### config.mk
export PLATFORM = sky130hd
export DESIGN_NAME = mem_dump_reader_flat
export DESIGN_NICKNAME = d
export VERILOG_FILES = /design/src/rtl/mem_dump_reader_if.sv /design/src/rtl/mem_dump_reader.sv /design/src/flat_wrapper.sv
export SDC_FILE = /design/constraint.sdc
export NUM_CORES = 1
export LEC_CHECK = 0
export ABC_CLOCK_PERIOD_IN_PS = 1900
export BUFFER_PORTS_ARGS = -buffer_cell sky130_fd_sc_hd__buf_2
export CORE_ASPECT_RATIO = 2
export CORE_MARGIN = 2
export CORE_UTILIZATION = 35
export CTS_CLUSTER_SIZE = 40
export DETAILED_ROUTE_END_ITERATION = 12
export GPL_ROUTABILITY_DRIVEN = 0
export PLACE_DENSITY = 0.64
export SYNTH_ARGS = -nofsm -noshare
export SYNTH_HDL_FRONTEND = slang
export SYNTH_SLANG_ARGS = --single-unit
### constraint.sdc
create_clock -name Clk -period 1.9 [get_ports Clk]
set_clock_uncertainty 0.05 [all_clocks]
set_input_delay 0.19 -clock Clk [delete_from_list [all_inputs] [get_ports Clk]]
set_output_delay 0.19 -clock Clk [all_outputs]
set_load 0.01 [all_outputs]
### src/rtl/mem_dump_reader_if.sv
// Stream/memory bundle for mem_dump_reader.
// The slave modport is the reader's view. The master modport is the view of
// whatever drives the reader: the memory model, the sink and the start logic.
// MEM_DUMP_CHECKSUM_EN adds the Checksum signal.
interface mem_dump_reader_if #(
  parameter int ADDR_W = 9
);
  logic              Start;
  logic [ADDR_W-1:0] Start_Addr;
  logic [ADDR_W-1:0] End_Addr;
  logic [ADDR_W-1:0] Mem_Addr;
  logic              Mem_Rd;
  logic [7:0]        Mem_Data;
  logic [31:0]       Word_out;
  logic [ADDR_W-1:0] Word_Addr;
  logic              Word_Valid;
  logic              Word_Ready;
  logic              Busy;
  logic              Done;
`ifdef MEM_DUMP_CHECKSUM_EN
  logic [31:0]       Checksum;
`endif

  modport slave (
    input  Start, Start_Addr, End_Addr, Mem_Data, Word_Ready,
`ifdef MEM_DUMP_CHECKSUM_EN
    output Checksum,
`endif
    output Mem_Addr, Mem_Rd, Word_out, Word_Addr, Word_Valid, Busy, Done
  );

  modport master (
    output Start, Start_Addr, End_Addr, Mem_Data, Word_Ready,
`ifdef MEM_DUMP_CHECKSUM_EN
    input  Checksum,
`endif
    input  Mem_Addr, Mem_Rd, Word_out, Word_Addr, Word_Valid, Busy, Done
  );
endinterface

### src/rtl/mem_dump_reader.sv
// mem_dump_reader: walks an inclusive, word-aligned byte window of a
// byte-wide memory. It assembles each group of four bytes big-endian and
// offers the word with its address on a valid/ready stream.
// Optional feature macro: MEM_DUMP_CHECKSUM_EN adds a running 32-bit sum of
// every accepted word.
//
// state | meaning
// IDLE  | waiting for Start; window bounds latched on Start
// FETCH | four read cycles, byte counter k = 0..3, Mem_Addr = ptr + k
// CAPT  | last byte arrives; word and address loaded into the output regs
// SEND  | Word_Valid high until the sink accepts
// DONE  | one-cycle Done pulse, then back to IDLE
module mem_dump_reader #(
  parameter int ADDR_W = 9
) (
  input  logic              Clk,
  input  logic              Clr,
  mem_dump_reader_if.slave  bus
);

  typedef enum logic [2:0] {
    IDLE  = 3'd0,
    FETCH = 3'd1,
    CAPT  = 3'd2,
    SEND  = 3'd3,
    DONE  = 3'd4
  } state_t;

  localparam logic [ADDR_W-1:0] ALIGN_MASK = ~ADDR_W'(3);
  localparam logic [ADDR_W-1:0] WORD_STEP  = ADDR_W'(4);

  state_t            state_q, state_d;
  logic [ADDR_W-1:0] ptr_q;
  logic [ADDR_W-1:0] end_q;
  logic [1:0]        k_q;
  logic [23:0]       asm_q;
  logic [31:0]       word_q;
  logic [ADDR_W-1:0] waddr_q;

  logic [ADDR_W-1:0] start_al;
  logic [ADDR_W-1:0] end_al;
  logic              handshake;
  logic              last_word;

  assign start_al  = bus.Start_Addr & ALIGN_MASK;
  assign end_al    = bus.End_Addr & ALIGN_MASK;
  assign handshake = (state_q == SEND) && bus.Word_Ready;
  // Compare before incrementing, so a window that ends at the top word stops without wrapping.
  assign last_word = (ptr_q == end_q);

  // State register.
  always_ff @(posedge Clk or negedge Clr) begin
    if (!Clr) state_q <= IDLE;
    else      state_q <= state_d;
  end

  // Next-state logic.
  always_comb begin
    state_d = state_q;
    case (state_q)
      IDLE:    if (bus.Start) state_d = (end_al < start_al) ? DONE : FETCH;
      FETCH:   if (k_q == 2'd3) state_d = CAPT;
      CAPT:    state_d = SEND;
      SEND:    if (bus.Word_Ready) state_d = last_word ? DONE : FETCH;
      DONE:    state_d = IDLE;
      default: state_d = IDLE;
    endcase
  end

  // Window pointer, byte counter, byte assembly and the output word registers.
  always_ff @(posedge Clk or negedge Clr) begin
    if (!Clr) begin
      ptr_q   <= '0;
      end_q   <= '0;
      k_q     <= '0;
      asm_q   <= '0;
      word_q  <= '0;
      waddr_q <= '0;
    end else begin
      case (state_q)
        IDLE: begin
          if (bus.Start) begin
            ptr_q <= start_al;
            end_q <= end_al;
            k_q   <= '0;
          end
        end
        FETCH: begin
          k_q <= k_q + 2'd1;
          // The byte on Mem_Data belongs to the previous read (k-1).
          if (k_q != 2'd0) asm_q <= {asm_q[15:0], bus.Mem_Data};
        end
        CAPT: begin
          word_q  <= {asm_q, bus.Mem_Data};
          waddr_q <= ptr_q;
        end
        SEND: begin
          if (bus.Word_Ready && !last_word) ptr_q <= ptr_q + WORD_STEP;
        end
        default: ;
      endcase
    end
  end

`ifdef MEM_DUMP_CHECKSUM_EN
  logic [31:0] csum_q;

  // Running sum of accepted words. It is cleared on an accepted Start.
  always_ff @(posedge Clk or negedge Clr) begin
    if (!Clr)                              csum_q <= '0;
    else if (state_q == IDLE && bus.Start) csum_q <= '0;
    else if (handshake)                    csum_q <= csum_q + word_q;
  end

  assign bus.Checksum = csum_q;
`endif

  // Outputs are decoded from state, so an async reset clears them at once.
  assign bus.Mem_Rd     = (state_q == FETCH);
  assign bus.Mem_Addr   = (state_q == FETCH) ? (ptr_q + ADDR_W'(k_q)) : '0;
  assign bus.Word_Valid = (state_q == SEND);
  assign bus.Word_out   = word_q;
  assign bus.Word_Addr  = waddr_q;
  assign bus.Busy       = (state_q != IDLE);
  assign bus.Done       = (state_q == DONE);

endmodule
### src/flat_wrapper.sv
// flat-port wrapper written by rule: the top's interface ports become plain ports
module mem_dump_reader_flat 
#(
  parameter int ADDR_W = 9
)
  (Clk, Clr, bus_Start, bus_Start_Addr, bus_End_Addr, bus_Mem_Data, bus_Word_Ready, bus_Mem_Addr, bus_Mem_Rd, bus_Word_out, bus_Word_Addr, bus_Word_Valid, bus_Busy, bus_Done);
  mem_dump_reader_if #(.ADDR_W(ADDR_W)) bus_i ();
  input  logic Clk;
  input  logic Clr;
  input wire logic [$bits(bus_i.Start)-1:0] bus_Start;
  input wire logic [$bits(bus_i.Start_Addr)-1:0] bus_Start_Addr;
  input wire logic [$bits(bus_i.End_Addr)-1:0] bus_End_Addr;
  input wire logic [$bits(bus_i.Mem_Data)-1:0] bus_Mem_Data;
  input wire logic [$bits(bus_i.Word_Ready)-1:0] bus_Word_Ready;
  output wire logic [$bits(bus_i.Mem_Addr)-1:0] bus_Mem_Addr;
  output wire logic [$bits(bus_i.Mem_Rd)-1:0] bus_Mem_Rd;
  output wire logic [$bits(bus_i.Word_out)-1:0] bus_Word_out;
  output wire logic [$bits(bus_i.Word_Addr)-1:0] bus_Word_Addr;
  output wire logic [$bits(bus_i.Word_Valid)-1:0] bus_Word_Valid;
  output wire logic [$bits(bus_i.Busy)-1:0] bus_Busy;
  output wire logic [$bits(bus_i.Done)-1:0] bus_Done;
  assign bus_i.Start = bus_Start;
  assign bus_i.Start_Addr = bus_Start_Addr;
  assign bus_i.End_Addr = bus_End_Addr;
  assign bus_i.Mem_Data = bus_Mem_Data;
  assign bus_i.Word_Ready = bus_Word_Ready;
  assign bus_Mem_Addr = bus_i.Mem_Addr;
  assign bus_Mem_Rd = bus_i.Mem_Rd;
  assign bus_Word_out = bus_i.Word_out;
  assign bus_Word_Addr = bus_i.Word_Addr;
  assign bus_Word_Valid = bus_i.Word_Valid;
  assign bus_Busy = bus_i.Busy;
  assign bus_Done = bus_i.Done;
  mem_dump_reader #(.ADDR_W(ADDR_W)) u_core (.Clk(Clk), .Clr(Clr), .bus(bus_i));
endmodule
==> run_results.csv <==
group,metric,value,unit
synthesis,synthesis.area,3667,µm²
global_routing,grt_first_pass_wirelength,12.97,mm
timing,worstMarginPinSlew,0.5436,ns
worst_setup_path,cp_slowest_cell,"dfrtp_1",
clocking,postCtsSetupRepairBufs,0,
synthesis,yosys.area.top_type,"dfrtp_1",
die,rows,52,
routing,drtPass1Iterations,4,
job,cap_violations,0,
synthesis,ys_types,36,
power,peakVddDrop,0.0008199,V
global_routing,grt_pass1_vias,2676,
die,die_h,148.8,µm
routing,routed_via_density,4.868,
timing,finalHoldViolations,0,
worst_setup_path,reg2reg_slack,0.09,ns
global_routing,grt_max_degree,44,
global_routing,global_route.overflow_total,0,
timing,period_needed,1.806,ns
routing,drt_iter0_drc,94,
die,boundaryPins,84,
final_layout,multiInputGateArea,1473,µm²
worst_setup_path,rr_worst_depth,6,
synthesis,avgSynthCellArea,13.19,µm²
routing,vias,2507,
timing,timing.hold.ws,0.05331,ns
clocking,clkTransAtPathRegs,0.06,ns
worst_setup_path,slowest_delay,0.39,ns
worst_hold_path,min_path_cells,2,
timing,max_freq,0.5537,GHz
routing,wire_per_inst,14.90,µm
final_layout,ff_latch_area,2052,µm²
timing,setup_ws,0.09382,ns
clocking,cts_tree,"built",
synthesis,synth_edf_count,0,
final_layout,fin_nets,413,
die,start_util,0.3613,
clocking,clock-sinks,82,
clocking,cts_root_buf,"clkbuf_16",
worst_setup_path,path_class,"flop to flop",
worst_hold_path,min_to,"u_core.asm_q[0]",
synthesis,synthTopCellsByArea,"dfrtp_1, mux2_2, ha_1",
place,port_buffers,77,
routing,wirelength,7.673,mm
die,coreArea,10150,µm²
timing,rsz0062_at_grt,"false",
timing,min_period_over_period,0.9506,
worst_hold_path,worstHoldPathType,"input port to flop",
synthesis,ys_seq_elements,82,
global_routing,antenna_found_initial,1,
clocking,htreeDepth,3,
worst_setup_path,critPathRequiredTime,2.08,ns
worst_setup_path,cp.arrival,1.98,ns
timing,fin_setup_tns,0,ns
die,die_w,76.38,µm
clocking,cts_buffer_depth,2,
synthesis,synthCells,278,
power,power_density,1839,nW/µm²
worst_hold_path,hp-start,"bus_Mem_Data[0]",
place,dp_slack,0.07489,ns
synthesis,synth.top_cell.area_share,0.5595,
place,hpwl,5.793,mm
routing,drc,0,
worst_setup_path,path_delay_family,"simple AND/OR/NAND/NOR gates",
worst_setup_path,r2r_start,"u_core.end_q[3]",
synthesis,ys.flop_type,"dfrtp_1",
global_routing,grt_usage,0.1469,
worst_setup_path,cp_max_fo,8,
clocking,clock_latency,0.33,ns
final_layout,syn2layout_area_growth,26.61,%
timing,setup_viol,0,
worst_setup_path,r2r-end,"u_core.state_q[0]",
synthesis,async_flop_share,1.000,
timing,slew_viol_final,0,
routing,drtAntennaViolNets,0,
synthesis,synth_warnings,0,
synthesis,seq_area_frac_synth,0.5595,
worst_setup_path,startpoint_type,"flop",
worst_setup_path,end_kind,"flop",
worst_setup_path,critical_path_buf_inv_count,1,
final_layout,layout-drive-gt1-share,0.5119,
power,p_leak,2.212,nW
run_status,status,"completed",
timing,max_slew_margin,0.6376,
die,die_area,11360,µm²
final_layout,fillerInstances,1006,
clocking,cts-buffers-inserted,9,
worst_setup_path,path_cells,"xor2_1 > nor4_2 > nand4_2 > buf_4 > o21a_1 > a31o_2",
[state kept, by name, summed over array words and instances, names as in the netlist]
signal and cells:
u_core.state_q 3, u_core.bus.Word_out 32, u_core.k_q 2, u_core.end_q 7
u_core.asm_q 24, u_core.bus.Word_Addr 7, u_core.ptr_q 7
[worst max-delay path by stage]
stage / startpoint / endpoint / slack, ns / cells past startpoint
after CTS: u_core.ptr_q[2] / u_core.state_q[0] / 0.06 / 6
after detailed placement: u_core.ptr_q[2] / u_core.state_q[0] / 0.07 / 6
after global placement: u_core.ptr_q[2] / u_core.state_q[0] / 0.13 / 6
final: u_core.end_q[3] / u_core.state_q[0] / 0.09 / 6
after global routing: u_core.end_q[3] / u_core.state_q[0] / 0.004 / 6
after floorplan: u_core.ptr_q[2] / u_core.ptr_q[3] / 0.04 / 5
[per-stage QoR]
stage	area [µm²]	power, mW	instances	utilization
4_1_cts	4641	8.695	514	0.4572
2_1_floorplan	3671	5.532	279	-
6_report	4643	8.538	515	0.4575
3_5_place_dp	4318	6.876	497	0.4254
3_3_place_gp	4318	6.727	497	0.4254
5_1_grt	4641	9.158	514	0.4572
[worst register-to-register path, cell delays in order, from the launching register on]
cell,delay [ns]
dfrtp_1,0.39
xor2_1,0.18
nor4_2,0.30
nand4_2,0.18
buf_4,0.21
o21a_1,0.19
a31o_2,0.20
[Yosys cell counts, types with 6 or more instances]
cell type	n
nand3_1	8
inv_1	13
a21oi_1	10
ha_1	9
o21ai_0	6
nor3_1	6
nand2_1	12
mux2_2	70
dfrtp_1	82
nor2_1	6
and3_1	7
[metal layers]
| metal | share of wire | GRT usage | vias up |
|---|---|---|---|
| li1 | - | - | 1174 |
| met1 | 0.36 | 0.1483 | 1241 |
| met2 | 0.55 | 0.2735 | 75 |
| met3 | 0.051 | 0.03995 | 17 |
| met4 | 0.033 | 0.07364 | 0 |
| met5 | 0 | 0 | - |
[area by class of cell]
cell class | instances | area share
diodes | 1 | 0.0005389
flip-flops and latches | 82 | 0.4419
multi-input cells | 170 | 0.3172
clock inverters | 5 | 0.01293
inverters | 13 | 0.01051
clock buffers | 11 | 0.05443
well taps | 135 | 0.03638
repair buffers | 98 | 0.1261
[layout by cell type (no fill, tap or decap), types with 2 or more instances in the layout]
master / instances
nor4b_1: 3
buf_12: 3
dfrtp_1: 82
nand3_1: 8
conb_1: 2
o22ai_1: 4
and3_1: 7
a21oi_1: 10
xor2_1: 4
inv_6: 2
clkbuf_16: 9
nand2_1: 12
inv_1: 13
ha_1: 9
nor3_1: 6
and3_2: 2
clkbuf_8: 2
xnor2_1: 3
o32ai_1: 2
nor2_1: 6
o21ai_0: 6
buf_2: 76
buf_4: 18
nor3b_1: 3
mux2_2: 70
[repair_timing]
action / CTS / global route
hold buffers: 1 / 0
setup endpoints to repair: 0 / 1
hold endpoints to repair: 39 / 0
resized for setup: 0 / 0
[where the power goes]
part / switching [mW] / total [mW] / leakage, nW / internal, mW
logic: 1.65 / 3.57 / 1.08 / 1.93
clock network: 0.686 / 1.78 / 0.153 / 1.10
registers: 0.534 / 3.19 / 0.982 / 2.65
total: 2.86 / 8.54 / 2.21 / 5.67
[cells by family (layout without fill, tap and decap cells)]
group | count (synthesis) | after routing | share of synthesized area
XOR/XNOR | 7 | 7 | 0.01672
flip-flops | 82 | 82 | 0.5595
AO/OA/AOI/OAI | 27 | 27 | 0.04743
multiplexers | 71 | 71 | 0.2190
adder cells (fa/ha/maj) | 9 | 9 | 0.03071
AND/OR/NAND/NOR | 54 | 54 | 0.08427
other | 1 | 3 | 0.001023
buffers and inverters | 27 | 127 | 0.04128
Note: power is estimated with default switching activity, not from simulation.
